===== config.mk =====
export PLATFORM = sky130hd
export DESIGN_NAME = register_file_sb
export DESIGN_NICKNAME = d
export VERILOG_FILES = /design/src/rtl/register_file_sb.sv
export SDC_FILE = /design/constraint.sdc
export NUM_CORES = 1
export LEC_CHECK = 0
export CORE_MARGIN = 10
export CORE_UTILIZATION = 27
export DETAILED_ROUTE_END_ITERATION = 6
export PLACE_DENSITY_LB_ADDON = 0.05
export SLEW_MARGIN = 20
export SYNTH_ARGS = -nofsm -noshare
export SYNTH_HDL_FRONTEND = slang
export SYNTH_SLANG_ARGS = --single-unit

===== constraint.sdc =====
create_clock -name clk -period 5.25 [get_ports clk]
set_input_delay 1.05 -clock clk [delete_from_list [all_inputs] [get_ports clk]]
set_output_delay 1.05 -clock clk [all_outputs]
set_load 0.05 [all_outputs]

===== src/rtl/register_file_sb.sv =====
// Scoreboarded register file: 2**AW x W registers, two async read ports, one sync write port,
// per-register busy bits with issue/writeback. Define RF_BYPASS_EN for write-to-read forwarding.
module register_file_sb #(
   parameter int unsigned W  = 8,
   parameter int unsigned AW = 4
) (
   input  logic          clk,
   input  logic          rst,
   input  logic [W-1:0]  din1,
   input  logic [AW-1:0] Rd,
   input  logic          wrt,
   input  logic [AW-1:0] Rn,
   input  logic [AW-1:0] Rm,
   output logic [W-1:0]  dout1,
   output logic [W-1:0]  dout2,
   output logic          rdy1,
   output logic          rdy2,
   input  logic          iss,
   input  logic [AW-1:0] Ri,
   output logic          iss_ok,
   output logic [AW:0]   busy_cnt
);

   localparam int unsigned DEPTH = 2 ** AW;

   logic [W-1:0]     regs_q [DEPTH];
   logic [DEPTH-1:0] busy_q;
   logic [DEPTH-1:0] busy_d;
   logic [AW:0]      busy_cnt_q;
   logic [AW:0]      busy_cnt_d;
   logic             wb_clr;

   // Issue acceptance always looks at registered busy state, even with forwarding enabled.
   assign iss_ok = iss & ~busy_q[Ri];

   // A writeback only lowers the count if it actually frees a busy entry that the
   // same-cycle issue is not re-claiming.
   assign wb_clr = wrt & busy_q[Rd] & ~(iss_ok & (Ri == Rd));

   always_comb begin
      busy_d = busy_q;
      if (wrt) begin
         busy_d[Rd] = 1'b0;
      end
      if (iss_ok) begin
         busy_d[Ri] = 1'b1;
      end
      busy_cnt_d = busy_cnt_q + {{AW{1'b0}}, iss_ok} - {{AW{1'b0}}, wb_clr};
   end

   always_ff @(posedge clk) begin
      if (rst) begin
         for (int unsigned i = 0; i < DEPTH; i++) begin
            regs_q[i] <= '0;
         end
         busy_q     <= '0;
         busy_cnt_q <= '0;
      end else begin
         if (wrt) begin
            regs_q[Rd] <= din1;
         end
         busy_q     <= busy_d;
         busy_cnt_q <= busy_cnt_d;
      end
   end

   assign busy_cnt = busy_cnt_q;

`ifdef RF_BYPASS_EN
   always_comb begin
      dout1 = regs_q[Rn];
      rdy1  = ~busy_q[Rn];
      dout2 = regs_q[Rm];
      rdy2  = ~busy_q[Rm];
      if (wrt && (Rd == Rn)) begin
         dout1 = din1;
         rdy1  = 1'b1;
      end
      if (wrt && (Rd == Rm)) begin
         dout2 = din1;
         rdy2  = 1'b1;
      end
   end
`else
   always_comb begin
      dout1 = regs_q[Rn];
      rdy1  = ~busy_q[Rn];
      dout2 = regs_q[Rm];
      rdy2  = ~busy_q[Rm];
   end
`endif

endmodule


# [After elaboration in Yosys (flattened, before gate mapping)]
# Memories as Yosys holds them, arrays and structs flattened.
# Index checks and enable logic that the tools add are counted.
[totals] ff_bits=21 ram_bits=128 input_bits=28 elab_cells=48 memories=1
[classes] n_addsub=2 magnitude_cmp=6 n_eq_ne=1 mux=22 n_bitwise=11 reduce_logical=3
[mem_list] name="regs_q" depth=16 width=8 read_ports=2 rd_ports_with_merged_regs=0 write_ports=16 line="26" rtl="logic [W-1:0] regs_q [DEPTH];"
[op_table] operator="two-way mux 16 bit" count=2
[op_table] operator="< comparator 4 x 5 -> 1 bit, second input constant" count=4
[op_table] operator="bitwise AND 16 bit" count=1
[op_table] operator="binary-select mux 1 bit (select 4 bit)" count=4
[op_table] operator="NOT 16 bit" count=1
[op_table] operator="bitwise OR 16 bit" count=1
[op_table] operator="two-way mux 1 bit" count=12
[op_table] operator="demux 1 bit (select 4 bit)" count=2
[op_table] operator="greater-or-equal comparator 4 x 1 -> 1 bit, second input constant" count=2
[op_table] operator="two-way mux 8 bit" count=1
[op_table] operator="OR reduction 8 bit" count=1
[op_table] operator="adder 5 x 1 -> 5 bit" count=1
[op_table] operator="subtractor 5 x 1 -> 5 bit" count=1
[op_table] operator="bitwise AND 1 bit" count=4
[op_table] operator="equality test 4 bit" count=1
[op_table] operator="two-way mux 4 bit" count=1
[op_table] operator="NOT 1 bit" count=4
[op_table] operator="logical AND 1 bit" count=2

# [Logic depth before layout (Yosys ltp)]
# Gate-level depths: netlist (run 1).
[logic_depth] depth_word=9 depth_mapped=13

# [Least setup slack after synthesis (run 1)]
# No wires, ideal clock.
[synth_path] kind="input-to-reg" from="input Rd[1]" to="register busy_cnt_q[4] (netlist: busy_cnt[4])" setup_time_ns=0.128 arrival_ns=3.519 path_slack_ns=1.603 stages=13 path_cell_list="clkbuf_2 mux4_2 o211a_1 a22oi_1 nand2_1 ha_1 inv_1 ha_1 fa_1 a21o_1 a21oi_1 xnor2_1 nor2_1"
[synth_via] elab_chain_cells=5 elab_cells_between_ends=8 cone_classes="add/sub (1); eq/ne (1); mux (2); bitwise (4)"
[synth_lines] item="from (decl)" line="10" rtl="input logic [AW-1:0] Rd,"
[synth_lines] item="binary-select mux 1 bit (select 4 bit) or equality test 4 bit (tied branches)" line="38" rtl="assign wb_clr = wrt & busy_q[Rd] & ~(iss_ok & (Ri == Rd));"
[synth_lines] item="two-way mux 1 bit (not written as such) or bitwise AND 1 bit (tied branches)" line="38"
[synth_lines] item="bitwise AND 1 bit or NOT 1 bit (tied branches)" line="38"
[synth_lines] item="bitwise AND 1 bit (*)" line="38"
[synth_lines] item="subtractor 5 x 1 -> 5 bit (*)" line="48" rtl="busy_cnt_d = busy_cnt_q + {{AW{1'b0}}, iss_ok} - {{AW{1'b0}}, wb_clr};"
[synth_lines] item="to (signal assigned)" line="63" rtl="busy_cnt_q <= busy_cnt_d;"
[synth_lines] item="to (decl)" line="29" rtl="logic [AW:0] busy_cnt_q;"
# Every way passes the cells marked *; elsewhere a longest branch is shown, timed or not. The select of a mux whose other input is x is not followed.
# A chain may end at the register's enable or synchronous reset.

# [Final worst setup path (run 1)]
[layout_path] from="input Rm[0]" to="output dout2[0]"
[layout_via] elab_chain_cells=1
[layout_lines] item="from (decl)" line="13" rtl="input logic [AW-1:0] Rm,"
[layout_lines] item="memory read (16 x 8 bit)"
[layout_lines] item="to (decl)" line="15" rtl="output logic [W-1:0] dout2,"
# Every way passes these cells.

==> out/results.txt, run 1 <==
Via density = 5.16
Warnings, synthesis = 0
# nets final = 634
Largest stage delay, worst path = 0.73 ns
# hold bufs at CTS = 0
Arr. time, crit path = 3.64 ns
Worst Clk Skew = 0.0129 ns
setup TNS = 0 ns
Critical R2R Capture = busy_cnt[4]$_SDFF_PP0_
endpoints failing hold = 0
WHS Endpoint = busy_q[5]$_SDFF_PP0_
antenna violations before repair = 1
first-pass GRT wire length = 40.9 mm
worst slew pin tran = 1.00 ns
FMAX = 213 MHz
met2 wire len = 13.1 mm
Yosys cell types = 38
slowest stage cell, crit path = clkdlybuf4s50_1
Die H = 198 um
Num CTS Buffers = 17
most frequent cells after synthesis = 129 x and2_1, 128 x edfxtp_1, 64 x mux4_1, 36 x mux4_2, 36 x nand2_1
Total Wirelength = 28.1 mm
DP Wirelength = 19.5 mm
post-route design area = 10,100 sq um
# rows = 65
R2R Path Start = busy_q[11]$_SDFF_PP0_
Mean Syn Cell Area = 15.6 sq um
R2R depth = 12
Hold Crit Class = register to register
cell taking the most area after synthesis = edfxtp_1
fin crit share = 89.3%
gpl congestion = 0.816
Power Dens Cells = 317 nW/um^2
leak pwr = 3.64 nW
Final ANT Viol Nets = 0
asr flop ratio synth = 0%
Ports = 52
metal3 WL = 1.01 mm
kind of critical path = primary input to primary output
hold_sp = busy_q[5]$_SDFF_PP0_
number of synthesized register bits = 149
Syn Inst Count = 549
Max VDD drop = 0.000204 V
post-route core utilization = 32.2%
Post-route DRC = 0
Iter 0 DRT Violations = 460
Post-CTS Setup Inserts = 0
clk root buf = clkbuf_16
post-CTS resize count = 0
r2r setup slk = 2.19 ns
critical-path cell list = buf_2, buf_12, mux4_1, mux4_2, clkdlybuf4s50_1
CTS Buffer Depth = 2
pin count of the biggest net entering global routing = 37
TritonRoute pass-1 iters = 5
Clk Latency, worst-skew pair = 0.43 ns
worst path required time = 4.20 ns
die width = 198 um
EDFF count, synth = 128
H-tree depth = 4
met1 wire length = 13.7 mm
Tmin final = 4.69 ns
layout cells sized above 1 = 15.7%
Synth Cell Area = 8570 sq um
CTS sink cnt = 149
synth-to-layout area growth = 18.1%
Worst Hold Depth = 2
Final Max Slew Viols = 0
vias in the first global route = 5,522
status = complete, no violations
Synth top area share = 44.8%
final setup vio count = 0
Antenna diodes = 0
Vias = 5,239
CP Launch Type = primary input
CTS clk-pin slew, worst paths = 0.07 ns
syn nets = 583
die area = 39,300 sq um
Initial Util = 27.2%
sequential area share after synthesis = 49.7%
count leader, synth = and2_1
Core Region = 31,500 sq um
Max-cap violations = 0
Total Power = 3.21 mW
crit path max fanout = 17
Total GRT Usage = 14.8%
total gr overflow = 0
unrepaired setup endpoints after global routing = false
prevailing post-synth register cell = edfxtp_1
Synth area leaders = edfxtp_1 45%, mux4_1 20%, mux4_2 9.5%
max layer used = met4
dpl cell area = 9580 sq um
Max-Slew Margin vs Limit = 32.7%
crit end category = primary output
CTS tree = yes
IO Port Bufs = 51
per-cell routed wire length = 27.7 um
-- metal layers --
| layer | global-route usage (%) | up-vias |
|---|---|---|
| li1 | - | 2320 |
| met1 | 20.7 | 2770 |
| met2 | 23.3 | 133 |
| met3 | 2.70 | 16 |
| met4 | 3.19 | 0 |
| met5 | 0 | - |
-- how the worst max path moves through the flow --
stage	from	endpoint	slack, ns	depth (start not counted)
5_1_grt	Ri[0]	iss_ok	0.44	6
2_1_floorplan	Rd[1]	busy_cnt[4]$_SDFF_PP0_	1.60	13
6_report	Rm[0]	dout2[0]	0.56	5
3_5_place_dp	Rm[0]	dout2[1]	0.53	5
3_3_place_gp	Rm[0]	dout2[1]	0.55	5
4_1_cts	Rm[0]	dout2[1]	0.53	5
-- state kept, by name, summed over array words and instances, names as in the netlist --
name and cells:
busy_cnt 5, busy_q 16, regs_q 128
-- report_power, final --
group | leakage, nW | switching [mW] | internal (mW)
Sequential | 1.40 | 0.0502 | 1.36
Combinational | 1.98 | 0.365 | 0.268
Clock | 0.264 | 0.548 | 0.617
Total | 3.64 | 0.964 | 2.25
-- cell families after synthesis --
kind of cell             after synthesis  synth area share [%]
flip-flops                           149                  49.7
AO/OA/AOI/OAI                         28                  2.67
adder cells (fa/ha/maj)                6                 0.963
AND/OR/NAND/NOR                      206                  13.7
multiplexers                         102                  29.3
buffers and inverters                 54                  3.22
XOR/XNOR                               4                 0.409
-- cell type report --
cell class	count	area, sq um
Sequential cell	149	4260
Fill cell	3027	21400
Clock inverter	15	120
Multi-Input combinational cell	346	4060
Tap cell	402	503
Timing Repair Buffer	71	691
Inverter	15	56.3
Clock buffer	17	425
-- worst max-delay path: cells and delay by family --
kind | cells | cell delay [ns]
muxes | 2 | 1.10
buffers and inverters | 3 | 1.48
-- per-stage QoR --
step / setup slack [ns] / hold slack (ns) / cells
2_1_floorplan: 1.60 / 0.469 / 549
3_3_place_gp: 0.553 / 0.547 / 983
3_5_place_dp: 0.529 / 0.554 / 983
4_1_cts: 0.531 / 0.556 / 1015
5_1_grt: 0.444 / 0.575 / 1015
6_report: 0.562 / 0.554 / 1015
-- cell usage in the layout, fill, tap and decap left out, drive strengths merged, types with 3 or more instances in the layout --
cell type / netlist / layout
buf: 19 / 24
a32o: 12 / 12
dfxtp: 21 / 21
nor2: 17 / 17
clkinv: 0 / 6
ha: 5 / 5
o31ai: 3 / 3
clkdlybuf4s50: 0 / 47
nand2: 36 / 36
mux4: 100 / 100
nor3b: 5 / 5
and2: 129 / 129
o21ai: 5 / 5
edfxtp: 128 / 128
clkbuf: 20 / 17
and3: 3 / 3
inv: 15 / 22
nor3: 6 / 6
nor2b: 3 / 3
(Power assumes the default switching activity.)
==> run 2, diff against run 1 <==
CTS_CLUSTER_DIAMETER = 30   (was not set)
PLACE_DENSITY_LB_ADDON = 0.1   (was 0.05)
==> run 2 against run 1 <==
Effect of this change:
- combinational power fell by 3%
- power rose by 2.8%
- critical path type unchanged
- flip-flop and latch count did not move
- clock power rose by 9%
- sequential share of layout area barely moved
- count of clock-buffer cells in the layout rose by 1
- fmax rose by 1.1%
- non-clock buffer count fell by 3
- worst hold slack got worse by 0.0043 ns
==> out/results.txt, run 2 (same netlist as run 1, synthesis figures left out) <==
Num CTS Buffers = 17
Via density = 5.11
clk root buf = clkbuf_16
CTS tree = yes
Initial Util = 27.2%
CP Launch Type = primary input
DP Wirelength = 19.2 mm
# rows = 65
worst path required time = 4.20 ns
Core Region = 31,500 sq um
die area = 39,300 sq um
FMAX = 216 MHz
layout cells sized above 1 = 15.1%
Place WS = 0.582 ns
worst path buffer plus inverter count = 3
synth-to-layout area growth = 18.0%
Hold Crit Class = register to register
Vias = 5,171
Largest stage delay, worst path = 0.73 ns
worst slew pin tran = 1.02 ns
gpl congestion = 0.828
Iter 0 DRT Violations = 411
IO Port Bufs = 51
first-pass GRT wire length = 38.3 mm
commonest non-fill, non-tap cell in the layout = and2_1
crit end category = primary output
commonest cells after routing, fill and taps aside = 129 x and2_1, 128 x edfxtp_1, 64 x mux4_1, 47 x clkdlybuf4s50_1
fin crit share = 88.4%
H-tree depth = 4
vias in the first global route = 5,394
leak pwr = 3.64 nW
pin count of the biggest net entering global routing = 32
slowest stage cell, crit path = clkdlybuf4s50_1
Ports = 52
Die H = 198 um
Worst Clk Skew = 0.00434 ns
kind of critical path = primary input to primary output
post-route design area = 10,100 sq um
largest reg by FF count = regs_q
Total Power = 3.30 mW
critical-path cell list = buf_2, buf_4, mux4_1, mux4_2, clkdlybuf4s50_1
Total GRT Usage = 13.5%
TritonRoute pass-1 iters = 5
max reg flops = 128
# hold bufs at CTS = 0
delay-heaviest family, CP = buffers and inverters
crit path max fanout = 14
antenna violations before repair = 0
# nets final = 631
CTS clk-pin slew, worst paths = 0.07 ns
post-CTS resize count = 0
Total Wirelength = 25.8 mm
Clk Latency, worst-skew pair = 0.41 ns
per-cell routed wire length = 25.5 um
final worst-path setup slack = 0.612 ns
endpoints failing hold = 0
Final ANT Viol Nets = 0
Max-cap violations = 0
die width = 198 um
Arr. time, crit path = 3.59 ns
Post-CTS Setup Inserts = 0
CTS sink cnt = 149
Final Max Slew Viols = 0
unrepaired setup endpoints after global routing = false
Max-Slew Margin vs Limit = 31.5%
Tmin final = 4.64 ns
Power Dens Cells = 326 nW/um^2
setup TNS = 0 ns
total gr overflow = 0
Post-route DRC = 0
CTS Buffer Depth = 2
dpl cell area = 9520 sq um
Max VDD drop = 0.000234 V
Antenna diodes = 0
final setup vio count = 0
status = complete, no violations
==> run 2: per-layer routing <==
layer  GRT usage [%]  part of all wire (%)  up-vias
li1                -                     -     2305
met1            18.5                    47     2723
met2            21.3                    48      129
met3            2.51                   4.5       14
met4            3.42                   1.2        0
met5               0                     0        -
==> run 2: worst reg2reg max path, cell delays in order, from the launching register on <==
cell,delay [ns]
dfxtp_1,0.39
mux4_2,0.49
o211a_1,0.23
a22oi_1,0.13
nand2_1,0.12
ha_1,0.29
inv_1,0.04
ha_1,0.20
fa_1,0.41
a21o_1,0.19
a21oi_1,0.18
xnor2_1,0.13
nor2_1,0.05
==> run 2: power by group <==
group          switching [mW]  internal, mW  leakage [nW]
combinational           0.353         0.264          1.96
sequential             0.0497          1.36          1.40
clock                   0.554         0.717         0.282
total                   0.957          2.34          3.64
==> run 2: path summary, 6_finish.rpt <==
kind / startpoint / to / slack, ns / cells after the start
max reg2reg: busy_q[15]$_SDFF_PP0_ / busy_cnt[4]$_SDFF_PP0_ / 2.28 / 12
min: busy_q[9]$_SDFF_PP0_ / busy_q[9]$_SDFF_PP0_ / 0.55 / 2
min reg2reg: busy_q[9]$_SDFF_PP0_ / busy_q[9]$_SDFF_PP0_ / 0.55 / 2
max: Rm[0] / dout2[4] / 0.61 / 5
==> run 2: through the flow <==
stage | cells | util [%] | hold slack [ns]
6_report | 1012 | 32.1 | 0.549
3_3_place_gp | 980 | 30.2 | 0.548
3_5_place_dp | 980 | 30.2 | 0.542
2_1_floorplan | 549 | - | 0.469
5_1_grt | 1012 | 32.1 | 0.584
4_1_cts | 1012 | 32.1 | 0.553
==> run 2: final cells by class <==
class / count / area [sq um]
repair buffers: 68 / 643
clock buffers: 18 / 429
fillers: 2991 / 21400
multi-input cells: 346 / 4050
inverters: 15 / 56.3
clock inverters: 14 / 166
flip-flops and latches: 149 / 4260
well taps: 402 / 503
==> run 3, diff against run 2 <==
HOLD_SLACK_MARGIN = 0.02   (was not set)
SKIP_LAST_GASP = 1   (was not set)
==> results of run 3 <==
The final DEF is identical to that of run 2; final timing and power are the same.
